<file path="config.mk">
export PLATFORM = sky130hd
export DESIGN_NAME = muldiv_unit_flat
export DESIGN_NICKNAME = d
export VERILOG_FILES = /design/src/rtl/muldiv_unit_pkg.sv /design/src/rtl/muldiv_unit_if.sv /design/src/rtl/muldiv_unit_sign_fix.sv /design/src/rtl/muldiv_unit.sv /design/src/flat_wrapper.sv
export SDC_FILE = /design/constraint.sdc
export NUM_CORES = 1
export LEC_CHECK = 0
export ABC_AREA = 1
export BUFFER_PORTS_ARGS = -buffer_cell sky130_fd_sc_hd__buf_2
export CORE_UTILIZATION = 38
export DETAILED_ROUTE_END_ITERATION = 8
export HOLD_SLACK_MARGIN = 0.03
export PLACE_DENSITY_LB_ADDON = 0.3
export SETUP_SLACK_MARGIN = 0.1
export SYNTH_ARGS = -nofsm -noshare
export SYNTH_HDL_FRONTEND = slang
export SYNTH_SLANG_ARGS = --single-unit
</file>
<file path="constraint.sdc">
create_clock -name clk -period 8.8 [get_ports clk]
set_input_delay 0 -clock clk [delete_from_list [all_inputs] [get_ports clk]]
set_output_delay 0 -clock clk [all_outputs]
set_load 0.005 [all_outputs]
</file>
<file path="src/rtl/muldiv_unit_pkg.sv">
`default_nettype none
// ============================================================================
// Module      : muldiv_unit_pkg
// Description : Shared types and helpers for the iterative RV32M multiply/
//               divide unit: op encoding (M-extension funct3), FSM states
//               and small op-decode functions.
// Revision    : 1.0 - initial release
// ============================================================================
package muldiv_unit_pkg;

    localparam int DATA_BUS     = 32;
    localparam int MULDIV_WIDTH = 3;

    // funct3 values of the M extension
    typedef enum logic [MULDIV_WIDTH-1:0] {
        MUL    = 3'b000,
        MULH   = 3'b001,
        MULHSU = 3'b010,
        MULHU  = 3'b011,
        DIV    = 3'b100,
        DIVU   = 3'b101,
        REM    = 3'b110,
        REMU   = 3'b111
    } muldiv_op;

    typedef enum logic [1:0] {
        IDLE = 2'd0,
        CALC = 2'd1,
        DONE = 2'd2
    } muldiv_state;

    function automatic logic op_is_div(input muldiv_op op);
        return op[2];
    endfunction

    function automatic logic op_is_rem(input muldiv_op op);
        return op[2] & op[1];
    endfunction

    // rs1 is treated as signed by MULH, MULHSU, DIV and REM
    function automatic logic op_a_signed(input muldiv_op op);
        return (op == MULH) || (op == MULHSU) || (op == DIV) || (op == REM);
    endfunction

    // rs2 is treated as signed by MULH, DIV and REM
    function automatic logic op_b_signed(input muldiv_op op);
        return (op == MULH) || (op == DIV) || (op == REM);
    endfunction

endpackage
`default_nettype wire

</file>
<file path="src/rtl/muldiv_unit_if.sv">
`default_nettype none
// ============================================================================
// Module      : muldiv_unit_if
// Description : Request/response bundle of the multiply/divide unit.
//               Request side : valid_i, ready_o, op_i, a_i, b_i, flush_i
//               Response side: valid_o, ready_i, result_o, busy_o
//               master = issuing stage, slave = muldiv_unit.
// Revision    : 1.0 - initial release
// ============================================================================
interface muldiv_unit_if #(
    parameter int DATA_WIDTH = muldiv_unit_pkg::DATA_BUS
);
    logic                                   valid_i;
    logic                                   ready_o;
    logic [muldiv_unit_pkg::MULDIV_WIDTH-1:0] op_i;
    logic [DATA_WIDTH-1:0]                  a_i;
    logic [DATA_WIDTH-1:0]                  b_i;
    logic                                   flush_i;
    logic                                   valid_o;
    logic                                   ready_i;
    logic [DATA_WIDTH-1:0]                  result_o;
    logic                                   busy_o;

    modport master (
        output valid_i, op_i, a_i, b_i, flush_i, ready_i,
        input  ready_o, valid_o, result_o, busy_o
    );

    modport slave (
        input  valid_i, op_i, a_i, b_i, flush_i, ready_i,
        output ready_o, valid_o, result_o, busy_o
    );
endinterface
`default_nettype wire

</file>
<file path="src/rtl/muldiv_unit_sign_fix.sv">
`default_nettype none
// ============================================================================
// Module      : muldiv_sign_fix
// Description : Combinational conditional two's-complement negate. Used as an
//               absolute-value stage on operands (i_negate = signed & msb)
//               and as sign correction on results.
//               i_value  : input word
//               i_negate : negate when high
//               o_value  : i_value or -i_value
// Revision    : 1.0 - initial release
// ============================================================================
module muldiv_sign_fix #(
    parameter int WIDTH = 32
) (
    input  logic [WIDTH-1:0] i_value,
    input  logic             i_negate,
    output logic [WIDTH-1:0] o_value
);
    assign o_value = i_negate ? (~i_value + WIDTH'(1)) : i_value;
endmodule
`default_nettype wire

</file>
<file path="src/rtl/muldiv_unit.sv">
`default_nettype none
// ============================================================================
// Module      : muldiv_unit
// Description : Iterative RV32M multiply/divide unit, one result bit per
//               cycle. Multiply is shift-add on magnitudes, divide is
//               restoring division on magnitudes; signs are fixed up on the
//               final iteration.
//               clk   : rising-edge clock
//               rst_n : synchronous active-low reset
//               bus   : muldiv_unit_if.slave (request/response handshake)
//               Optional macro MULDIV_EARLY_OUT_EN: divide by zero, signed
//               overflow and multiply by zero finish one cycle after accept.
// Revision    : 1.0 - initial release
// ============================================================================
module muldiv_unit
    import muldiv_unit_pkg::*;
#(
    parameter int DATA_WIDTH = DATA_BUS
) (
    input  logic         clk,
    input  logic         rst_n,
    muldiv_unit_if.slave bus
);
    localparam int                   CNT_WIDTH  = $clog2(DATA_WIDTH + 1);
    localparam logic [CNT_WIDTH-1:0] c_cnt_load = CNT_WIDTH'(DATA_WIDTH);
    localparam logic [CNT_WIDTH-1:0] c_cnt_last = CNT_WIDTH'(1);

    if ((DATA_WIDTH < 8) || ((DATA_WIDTH % 2) != 0)) begin : g_width_check
        $error("muldiv_unit: DATA_WIDTH must be even and >= 8");
    end

    muldiv_state                r_state, w_state_next;
    muldiv_op                   r_op, w_op_in;
    logic                       w_accept;
    logic                       w_a_neg, w_b_neg;
    logic [DATA_WIDTH-1:0]      w_a_mag, w_b_mag;
    logic [CNT_WIDTH-1:0]       r_cnt;
    logic [DATA_WIDTH-1:0]      r_mcand;     // |b|: multiplicand or divisor
    logic [2*DATA_WIDTH-1:0]    r_prod;
    logic [DATA_WIDTH-1:0]      r_rem, r_quo;
    logic                       r_neg_prod, r_neg_quo, r_neg_rem;
    logic [DATA_WIDTH-1:0]      r_result;

    assign w_op_in  = muldiv_op'(bus.op_i);
    // A flush in IDLE blocks the accept for that cycle
    assign w_accept = bus.valid_i && (r_state == IDLE) && !bus.flush_i;
    assign w_a_neg  = op_a_signed(w_op_in) && bus.a_i[DATA_WIDTH-1];
    assign w_b_neg  = op_b_signed(w_op_in) && bus.b_i[DATA_WIDTH-1];

    muldiv_sign_fix #(.WIDTH(DATA_WIDTH)) u_abs_a (
        .i_value(bus.a_i), .i_negate(w_a_neg), .o_value(w_a_mag));
    muldiv_sign_fix #(.WIDTH(DATA_WIDTH)) u_abs_b (
        .i_value(bus.b_i), .i_negate(w_b_neg), .o_value(w_b_mag));

    // ---------------- one iteration of each algorithm ----------------------
    logic [DATA_WIDTH-1:0]   w_addend;
    logic [DATA_WIDTH:0]     w_sum;
    logic [2*DATA_WIDTH-1:0] w_prod_step;
    logic [DATA_WIDTH:0]     w_part, w_trial;
    logic [DATA_WIDTH-1:0]   w_rem_step, w_quo_step;

    // Multiplier sits in the low half and is consumed from the LSB while the
    // partial product (with carry) shifts down from the top.
    assign w_addend    = r_prod[0] ? r_mcand : '0;
    assign w_sum       = {1'b0, r_prod[2*DATA_WIDTH-1:DATA_WIDTH]} + {1'b0, w_addend};
    assign w_prod_step = {w_sum, r_prod[DATA_WIDTH-1:1]};

    // Dividend shifts out of r_quo's MSB into the partial remainder while
    // quotient bits enter at the LSB; a borrow means restore.
    assign w_part     = {r_rem, r_quo[DATA_WIDTH-1]};
    assign w_trial    = w_part - {1'b0, r_mcand};
    assign w_rem_step = w_trial[DATA_WIDTH] ? w_part[DATA_WIDTH-1:0] : w_trial[DATA_WIDTH-1:0];
    assign w_quo_step = {r_quo[DATA_WIDTH-2:0], ~w_trial[DATA_WIDTH]};

    // ---------------- sign correction on the final iteration ---------------
    logic [2*DATA_WIDTH-1:0] w_prod_fix;
    logic [DATA_WIDTH-1:0]   w_quo_fix, w_rem_fix, w_final;

    muldiv_sign_fix #(.WIDTH(2*DATA_WIDTH)) u_fix_prod (
        .i_value(w_prod_step), .i_negate(r_neg_prod), .o_value(w_prod_fix));
    muldiv_sign_fix #(.WIDTH(DATA_WIDTH)) u_fix_quo (
        .i_value(w_quo_step), .i_negate(r_neg_quo), .o_value(w_quo_fix));
    muldiv_sign_fix #(.WIDTH(DATA_WIDTH)) u_fix_rem (
        .i_value(w_rem_step), .i_negate(r_neg_rem), .o_value(w_rem_fix));

    always_comb begin
        w_final = w_quo_fix;
        case (r_op)
            MUL:                 w_final = w_prod_fix[DATA_WIDTH-1:0];
            MULH, MULHSU, MULHU: w_final = w_prod_fix[2*DATA_WIDTH-1:DATA_WIDTH];
            DIV, DIVU:           w_final = w_quo_fix;
            REM, REMU:           w_final = w_rem_fix;
            default:             w_final = w_quo_fix;
        endcase
    end

    // ---------------- special cases resolved at accept ---------------------
`ifdef MULDIV_EARLY_OUT_EN
    localparam logic [DATA_WIDTH-1:0] c_most_neg = {1'b1, {(DATA_WIDTH-1){1'b0}}};
    logic                  w_early;
    logic [DATA_WIDTH-1:0] w_early_result;

    always_comb begin
        w_early        = 1'b0;
        w_early_result = '0;
        if (op_is_div(w_op_in)) begin
            if (bus.b_i == '0) begin
                w_early        = 1'b1;
                w_early_result = op_is_rem(w_op_in) ? bus.a_i : '1;
            end else if (op_b_signed(w_op_in) && (bus.a_i == c_most_neg) && (bus.b_i == '1)) begin
                w_early        = 1'b1;
                w_early_result = op_is_rem(w_op_in) ? '0 : bus.a_i;
            end
        end else if ((bus.a_i == '0) || (bus.b_i == '0)) begin
            w_early = 1'b1;
        end
    end
`endif

    // ---------------- FSM ---------------------------------------------------
    always_ff @(posedge clk) begin
        if (!rst_n) r_state <= IDLE;
        else        r_state <= w_state_next;
    end

    always_comb begin
        w_state_next = r_state;
        case (r_state)
            IDLE: begin
                if (w_accept) begin
`ifdef MULDIV_EARLY_OUT_EN
                    w_state_next = w_early ? DONE : CALC;
`else
                    w_state_next = CALC;
`endif
                end
            end
            CALC: begin
                if (bus.flush_i)              w_state_next = IDLE;
                else if (r_cnt == c_cnt_last) w_state_next = DONE;
            end
            DONE: begin
                if (bus.flush_i || bus.ready_i) w_state_next = IDLE;
            end
            default: w_state_next = IDLE;
        endcase
    end

    // ---------------- datapath registers ------------------------------------
    always_ff @(posedge clk) begin
        if (!rst_n) begin
            r_op       <= MUL;
            r_cnt      <= '0;
            r_mcand    <= '0;
            r_prod     <= '0;
            r_rem      <= '0;
            r_quo      <= '0;
            r_neg_prod <= 1'b0;
            r_neg_quo  <= 1'b0;
            r_neg_rem  <= 1'b0;
            r_result   <= '0;
        end else begin
            case (r_state)
                IDLE: begin
                    if (w_accept) begin
                        r_op       <= w_op_in;
                        r_cnt      <= c_cnt_load;
                        r_mcand    <= w_b_mag;
                        r_prod     <= {{DATA_WIDTH{1'b0}}, w_a_mag};
                        r_rem      <= '0;
                        r_quo      <= w_a_mag;
                        r_neg_prod <= w_a_neg ^ w_b_neg;
                        // x/0 must give all ones whatever the dividend sign
                        r_neg_quo  <= (w_a_neg ^ w_b_neg) && (bus.b_i != '0);
                        r_neg_rem  <= w_a_neg;
`ifdef MULDIV_EARLY_OUT_EN
                        if (w_early) r_result <= w_early_result;
`endif
                    end
                end
                CALC: begin
                    r_prod <= w_prod_step;
                    r_rem  <= w_rem_step;
                    r_quo  <= w_quo_step;
                    r_cnt  <= r_cnt - c_cnt_last;
                    if ((r_cnt == c_cnt_last) && !bus.flush_i) r_result <= w_final;
                end
                default: ;
            endcase
        end
    end

    assign bus.ready_o  = (r_state == IDLE);
    assign bus.valid_o  = (r_state == DONE);
    assign bus.busy_o   = (r_state != IDLE);
    assign bus.result_o = r_result;

endmodule
`default_nettype wire

</file>
<file path="src/flat_wrapper.sv">
// flat-port wrapper written by rule: the top's interface ports become plain ports
module muldiv_unit_flat import muldiv_unit_pkg::*;
#(
    parameter int DATA_WIDTH = DATA_BUS
)
  (clk, rst_n, bus_valid_i, bus_op_i, bus_a_i, bus_b_i, bus_flush_i, bus_ready_i, bus_ready_o, bus_valid_o, bus_result_o, bus_busy_o);
  muldiv_unit_if #(.DATA_WIDTH(DATA_WIDTH)) bus_i ();
  input  logic clk;
  input  logic rst_n;
  input wire logic [$bits(bus_i.valid_i)-1:0] bus_valid_i;
  input wire logic [$bits(bus_i.op_i)-1:0] bus_op_i;
  input wire logic [$bits(bus_i.a_i)-1:0] bus_a_i;
  input wire logic [$bits(bus_i.b_i)-1:0] bus_b_i;
  input wire logic [$bits(bus_i.flush_i)-1:0] bus_flush_i;
  input wire logic [$bits(bus_i.ready_i)-1:0] bus_ready_i;
  output wire logic [$bits(bus_i.ready_o)-1:0] bus_ready_o;
  output wire logic [$bits(bus_i.valid_o)-1:0] bus_valid_o;
  output wire logic [$bits(bus_i.result_o)-1:0] bus_result_o;
  output wire logic [$bits(bus_i.busy_o)-1:0] bus_busy_o;
  assign bus_i.valid_i = bus_valid_i;
  assign bus_i.op_i = bus_op_i;
  assign bus_i.a_i = bus_a_i;
  assign bus_i.b_i = bus_b_i;
  assign bus_i.flush_i = bus_flush_i;
  assign bus_i.ready_i = bus_ready_i;
  assign bus_ready_o = bus_i.ready_o;
  assign bus_valid_o = bus_i.valid_o;
  assign bus_result_o = bus_i.result_o;
  assign bus_busy_o = bus_i.busy_o;
  muldiv_unit #(.DATA_WIDTH(DATA_WIDTH)) u_core (.clk(clk), .rst_n(rst_n), .bus(bus_i));
endmodule
</file>
# Word-level counts from Yosys, hierarchy flattened

Cells that the tools add are included.

Input bits: 72
Register bits after elaboration: 206
Output and inout bits: 35
Word-level logic and storage cells: 89

Bitwise gates (word level): 7
Add/sub/neg operators: 8
Equality and inequality tests: 17
Reductions and logical operators: 25
Muxes and demuxes: 21

Operators with widths:

| kind                                                               | number |
|---|---|
| 32-bit 2-to-1 mux                                                  | 8 |
| 32-bit by 1-bit adder with 32-bit output, second input constant    | 4 |
| 64-bit 2-to-1 mux                                                  | 2 |
| 32-bit NOT                                                         | 4 |
| 32-bit one-hot mux with 2 select lines                             | 2 |
| 32-bit one-hot mux with 4 select lines                             | 1 |
| 64-bit one-hot mux with 2 select lines                             | 1 |
| 64-bit by 1-bit adder with 64-bit output, second input constant    | 1 |
| 64-bit NOT                                                         | 1 |
| 32-bit by 32-bit adder with 33-bit output                          | 1 |
| 33-bit by 32-bit subtractor with 33-bit output                     | 1 |
| 32-bit nonzero test                                                | 1 |
| 3-bit == test, second input constant                               | 6 |
| 6-bit one-hot mux with 2 select lines                              | 1 |
| 3-bit by 2-bit == test with 1-bit output, second input constant    | 3 |
| 2-bit 2-to-1 mux                                                   | 4 |
| 3-bit by 1-bit == test with 1-bit output, second input constant    | 2 |
| 6-bit by 1-bit == test with 1-bit output, second input constant    | 1 |
| 1-bit logical AND                                                  | 6 |
| 1-bit logical OR                                                   | 6 |
| 6-bit 2-to-1 mux                                                   | 1 |
| 2-bit one-hot mux with 3 select lines                              | 1 |
| 2-bit AND reduction                                                | 3 |
| 6-bit by 1-bit subtractor with 6-bit output, second input constant | 1 |
| 13 further kinds                                                   | 16 |

# Depth between registers and ports, before layout

Word-level depth: 8
Mapped depth: 34
Gate-level depth less buffers: 32

# By module

From an unflattened synthesis, not the netlist that was laid out.

Cell total of the unflattened synthesis: 3631
Area, all modules: 20764.9 um^2

Modules (own cells, without submodules):

| module                                | seq. area each (um^2) | cells an instance | area an instance (um^2) | instances |
|---|---|---|---|---|
| muldiv_unit                           | 4124.0                | 2225              | 13864.5                 | 1 |
| muldiv_sign_fix at u_core.u_abs_a ... | 0.0                   | 227               | 1108.6                  | 4 |
| muldiv_sign_fix at u_core.u_fix_prod  | 0.0                   | 498               | 2466.1                  | 1 |

# Worst setup path after synthesis

Ideal clock, no wire load.

Kind: register -> register
From: reg u_core.r_quo[31]
To: reg u_core.r_result[24], in the netlist u_core.bus.result_o[24]
Cell stages (with the launch flop): 35
Path buffers: 2
Clock period less this slack: 4.057 ns
Arrival time: 3.948 ns
Slack: 4.743 ns
Cell sequence: dfxtp_1 -> inv_1 -> ha_1 -> fa_1 -> inv_1 -> nand2_1 -> nand2_1 -> nand3_1 -> nand2_2 -> nand2_1 -> nand2_2 -> nand2_4 -> nand2_4 -> nand2_4 -> nand2_4 -> buf_6 -> buf_6 -> ha_1 -> inv_1 -> nor3_1 -> nand3_1 -> nor3_1 -> nand2_1 -> nor2_1 -> nand2_1 -> nor2_1 -> nand2_1 -> nand2_1 -> o21ai_0 -> o21ai_0 -> a21oi_1 -> a21oi_1 -> nand3_1 -> nand2_1 -> inv_1

Word-level cells in the longest chain between the ends: 6
Elaborated cells on any way between the ends: 10
Those cells by class: add/sub (3); mux (4); bitwise (3)

RTL lines:

| what                                                  | line                                 | source |
|---|---|---|
| start: declaration                                    | muldiv_unit.sv:40                    | `logic [DATA_WIDTH-1:0] r_rem, r_quo;` |
| start signal: assignment                              | muldiv_unit.sv:171                   | `r_quo <= w_a_mag;` |
| start signal: assignment                              | muldiv_unit.sv:184                   | `r_quo <= w_quo_step;` |
| 33-bit by 32-bit subtractor with 33-bit output        | muldiv_unit.sv:71                    | `assign w_trial = w_part - {1'b0, r_mcand};` |
| 32-bit 2-to-1 mux / 1-bit NOT (equally long branches) | muldiv_unit.sv:72, muldiv_unit.sv:73 |  |
| 32-bit NOT                                            | muldiv_unit_sign_fix.sv:19           | `assign o_value = i_negate ? (~i_value + WIDTH'(1)) : i_value;` |
| 32-bit by 1-bit adder with 32-bit output              | muldiv_unit_sign_fix.sv:19           |  |
| 32-bit 2-to-1 mux                                     | muldiv_unit_sign_fix.sv:19           |  |
| 32-bit one-hot mux with 4 select lines *              | muldiv_unit.sv:88                    | `case (r_op)` |
| end signal: assignment                                | muldiv_unit.sv:186                   | `if ((r_cnt == c_cnt_last) && !bus.flush_i) r_result <= w_final;` |
| end: declaration                                      | muldiv_unit.sv:42                    | `logic [DATA_WIDTH-1:0] r_result;` |

Every way passes the cells marked *; elsewhere a longest branch is shown, timed or not.
A chain may end at the register's enable or synchronous reset.

# Final worst setup path

Same ends and word-level chain as after synthesis.

==> results.rst <==
.. list-table::
   :header-rows: 1

   * - Metric
     - Value
   * - Synth cell types
     - 56
   * - Slowest cell delay on critical path
     - 460 ps
   * - Max-slew violation count
     - 0
   * - EDFF count, synth
     - 0
   * - Die outline area
     - 52700 µm²
   * - Count of standard-cell rows
     - 83
   * - Critical Path RT
     - 9300 ps
   * - Main combinational cell family by area after synthesis
     - simple AND/OR/NAND/NOR gates
   * - Synth area leader
     - sky130_fd_sc_hd__nand2_1
   * - Max Root-Sink Buffers
     - 3
   * - Timing startpoint of the critical path
     - u_core.r_quo[31]$_SDFFE_PN0P_
   * - Leakage power figure
     - 11.5 nW
   * - Most used flip-flop cell after synthesis
     - sky130_fd_sc_hd__dfxtp_1
   * - Number of detailed-route iterations in the first pass
     - 6
   * - I/O Pins
     - 107
   * - Final instance count without filler cells
     - 4412
   * - Peak fanout along the critical path
     - 42
   * - Count of input and output buffers
     - 106
   * - RR Startpoint
     - u_core.r_quo[31]$_SDFFE_PN0P_
   * - Cells taking the most area after synthesis
     - sky130_fd_sc_hd__nand2_1, sky130_fd_sc_hd__dfxtp_1, sky130_fd_sc_hd__inv_1
   * - Final hold violation count
     - 0
   * - Final Critical Period
     - 5050 ps
   * - Initial antenna violation count
     - 2
   * - Power per cell area
     - 140 nW/µm²
   * - CP Class
     - reg -> reg
   * - Nets
     - 3858
   * - Clock skew
     - 20.8 ps
   * - Via/cell ratio
     - 5.32
   * - Transition time of the tightest slew-check pin
     - 926 ps
   * - Overall via count from detail_route
     - 23500
   * - Synthesized Nets
     - 3740
   * - Count of cell instances traversed by the critical path
     - 32
   * - R2R depth
     - 32
   * - Number of warning messages in the yosys log
     - 0
   * - All-Layer GR Usage
     - 0.295
   * - TritonCTS clock tree
     - done
   * - Leading cell types by count after synthesis
     - sky130_fd_sc_hd__nand2_1, sky130_fd_sc_hd__inv_1, sky130_fd_sc_hd__nor2_1, sky130_fd_sc_hd__nand3_1, sky130_fd_sc_hd__a21oi_1
   * - Startpoint type of the worst setup path
     - register
   * - Post-Synth Adder-Cell Area
     - 0.0465
   * - Achievable frequency
     - 198 MHz
   * - Vias in the first global route
     - 21000
   * - Slack of the worst reg-to-reg path
     - 3750 ps
   * - Wire length on met3
     - 6560 µm
   * - Dominant cell by count in the synthesized netlist
     - sky130_fd_sc_hd__nand2_1
   * - Gate count of the mapped netlist
     - 3596
   * - Number of endpoints failing setup at the final stage
     - 0
   * - Number of cells traversed by the worst hold path
     - 5
   * - Height of the die
     - 230 µm
   * - N_diodes
     - 0
   * - Initial core utilization
     - 0.384
   * - Clock tree root driver cell
     - sky130_fd_sc_hd__clkbuf_16
   * - Highest signal layer in the routed design
     - met5
   * - Top cell by count, worst path
     - sky130_fd_sc_hd__nand2_1
   * - DRC violations left
     - 0
   * - Sum Neg Setup Slack
     - 0 ps
   * - Violation count after the first detailed-route iteration
     - 2473
   * - Maximum number of pins on one net before global-route repair
     - 111
   * - Crit Reg-Reg Endpoint
     - u_core.bus.result_o[24]$_SDFFE_PN0P_
   * - Share of the synthesized area in compound gates (AO/OA/AOI/OAI)
     - 0.159
   * - First-pass GRT wire length
     - 122000 µm
   * - Area share of the leading cell type in the synthesized netlist
     - 0.226
   * - Core region area
     - 51200 µm²
   * - Share of synthesized flip-flops with an asynchronous set or reset
     - 0
   * - H-tree depth
     - 1
   * - Endpoint type of the worst setup path
     - register
   * - Total buffers and inverters traversed by the critical path
     - 4
   * - Layout area overhead
     - 13.9%
   * - Number of antenna-violating nets in the routed design
     - 0
   * - Post-synthesis register bit count
     - 206
   * - Number of clock buffers inserted by TritonCTS
     - 27
   * - Clock-pin slew of the registers on the worst-case setup and hold paths
     - 60 ps
   * - Total length of routed met2 wires
     - 34100 µm
   * - Xor and xnor area share after synthesis
     - 0.0214
   * - Unrepaired setup endpoints after global routing
     - false
   * - DPL Wire Length
     - 60900 µm
   * - GP Congestion
     - 1.05
   * - Launch instance of the worst min-delay path
     - bus_b_i[31]
   * - Post-Syn Area per Cell
     - 5.47 µm²
   * - Class of the tightest hold or removal check
     - in -> reg
   * - Wire length per cell
     - 18.0 µm
   * - Sequential element share of the synthesized area
     - 0.209
   * - Share of layout cells above drive strength 1
     - 0.0667
   * - Final routed wirelength across all metal layers
     - 79500 µm
   * - Outcome
     - finished, final reports clean
   * - Global route overflow
     - 0
   * - Number of placed cells counting well taps
     - 4283
   * - Share of cell area taken by muxes after synthesis
     - 0
   * - Sinks on the clock net
     - 206
   * - Gate family responsible for the most delay along the worst path
     - simple AND/OR/NAND/NOR gates
   * - Final worst path period share
     - 0.574
   * - Cells resized by post-CTS repair
     - 0
   * - Area share of and/or/nand/nor cells after synthesis
     - 0.437
   * - Worst path slowest cell
     - sky130_fd_sc_hd__nand2_4
   * - DRT met1 WL
     - 34700 µm
   * - Max cap viols
     - 0
   * - Hold Path End
     - u_core.r_neg_quo$_SDFFE_PN0P_
   * - Hold Worst Slack
     - 96.8 ps
   * - Worst slew margin relative to its limit
     - 0.383
   * - Width of the die
     - 230 µm
   * - Syn Std Cell Area
     - 19700 µm²
   * - Clock latency on the worst-skew pair
     - 600 ps
   * - Arrival time at the worst endpoint
     - 5550 ps
   * - Peak VDD IR
     - 0.156 mV
-- where the power goes --
part | leakage [nW] | total (mW) | switching [mW] | internal, mW
clock network | 0.437 | 1.16 | 0.486 | 0.678
logic | 9.42 | 0.968 | 0.669 | 0.299
registers | 1.68 | 1.02 | 0.0446 | 0.972
-- worst max path at each step --
stage | to | slack (ps)
3_3_place_gp | u_core.bus.result_o[24]$_SDFFE_PN0P_ | 3920
2_1_floorplan | u_core.bus.result_o[24]$_SDFFE_PN0P_ | 4740
5_1_grt | u_core.bus.result_o[30]$_SDFFE_PN0P_ | 3310
3_5_place_dp | u_core.bus.result_o[24]$_SDFFE_PN0P_ | 3880
6_report | u_core.bus.result_o[24]$_SDFFE_PN0P_ | 3750
4_1_cts | u_core.bus.result_o[24]$_SDFFE_PN0P_ | 3850
-- sequential cells by signal, summed over array words and instances (netlist names) --
signal               count
u_core.r_prod           64
u_core.bus.result_o     32
u_core.r_mcand          32
u_core.r_quo            32
u_core.r_rem            32
u_core.r_cnt             6
u_core.r_op              3
u_core.r_state           2
u_core.r_neg_prod        1
u_core.r_neg_quo         1
u_core.r_neg_rem         1
-- metal layers --
layer | GRT usage | vias up
met2 | 0.455 | 959
met1 | 0.405 | 10600
li1 | - | 11800
met3 | 0.0367 | 185
met4 | 0.138 | 2
met5 | 0 | -
-- worst register-to-register path, delay by kind of cell, from the launching register on --
kind	cells	cell delay [ps]
buffers and inverters	4	250
AOI/OAI and AO/OA	4	500
DFF	1	350
adders and majority gates	3	900
and+or+nand+nor	21	2940
-- logic make-up after synthesis --
kind of cell | count (synthesis)
flops | 206
compound gates | 572
fa+ha+maj | 72
xor+xnor | 48
simple gates | 2057
buf+inv | 641
-- per-stage QoR --
stage / power, mW / util / worst slack, ps / instance area [µm²]
after global placement: 1.95 / 0.404 / 3920 / 20700
after global routing: 3.30 / 0.438 / 3310 / 22400
final: 3.15 / 0.438 / 3750 / 22400
after CTS: 3.14 / 0.438 / 3850 / 22400
after floorplan: 1.68 / - / 4740 / 19700
after detailed placement: 1.95 / 0.404 / 3880 / 20700
-- layout make-up --
type / instances / area (µm²)
Tap cell: 680 / 851
Inverter: 522 / 1960
Multi-Input combinational cell: 2749 / 13100
Timing Repair Buffer: 208 / 1500
Clock buffer: 35 / 736
Clock inverter: 12 / 163
Sequential cell: 206 / 4130
Fill cell: 5564 / 28800
-- what timing repair did --
| item | CTS | global route |
|---|---|---|
| buffers inserted | 0 | 0 |
| hold endpoints to repair | 103 | 0 |
| setup endpoints to repair | 0 | 0 |
| hold buffers | 82 | 0 |
-- cell usage in the layout, fill, tap and decap left out, types with 46 or more instances in the layout --
cell type,n
sky130_fd_sc_hd__nand2_1,1185
sky130_fd_sc_hd__inv_1,511
sky130_fd_sc_hd__nor2_1,394
sky130_fd_sc_hd__nand3_1,288
sky130_fd_sc_hd__a21oi_1,251
sky130_fd_sc_hd__dfxtp_1,205
sky130_fd_sc_hd__o21ai_0,183
sky130_fd_sc_hd__buf_2,106
sky130_fd_sc_hd__dlygate4sd3_1,82
sky130_fd_sc_hd__a31oi_1,72
sky130_fd_sc_hd__ha_1,70
sky130_fd_sc_hd__nor3_1,46
Power figures use the tool's default switching activity.
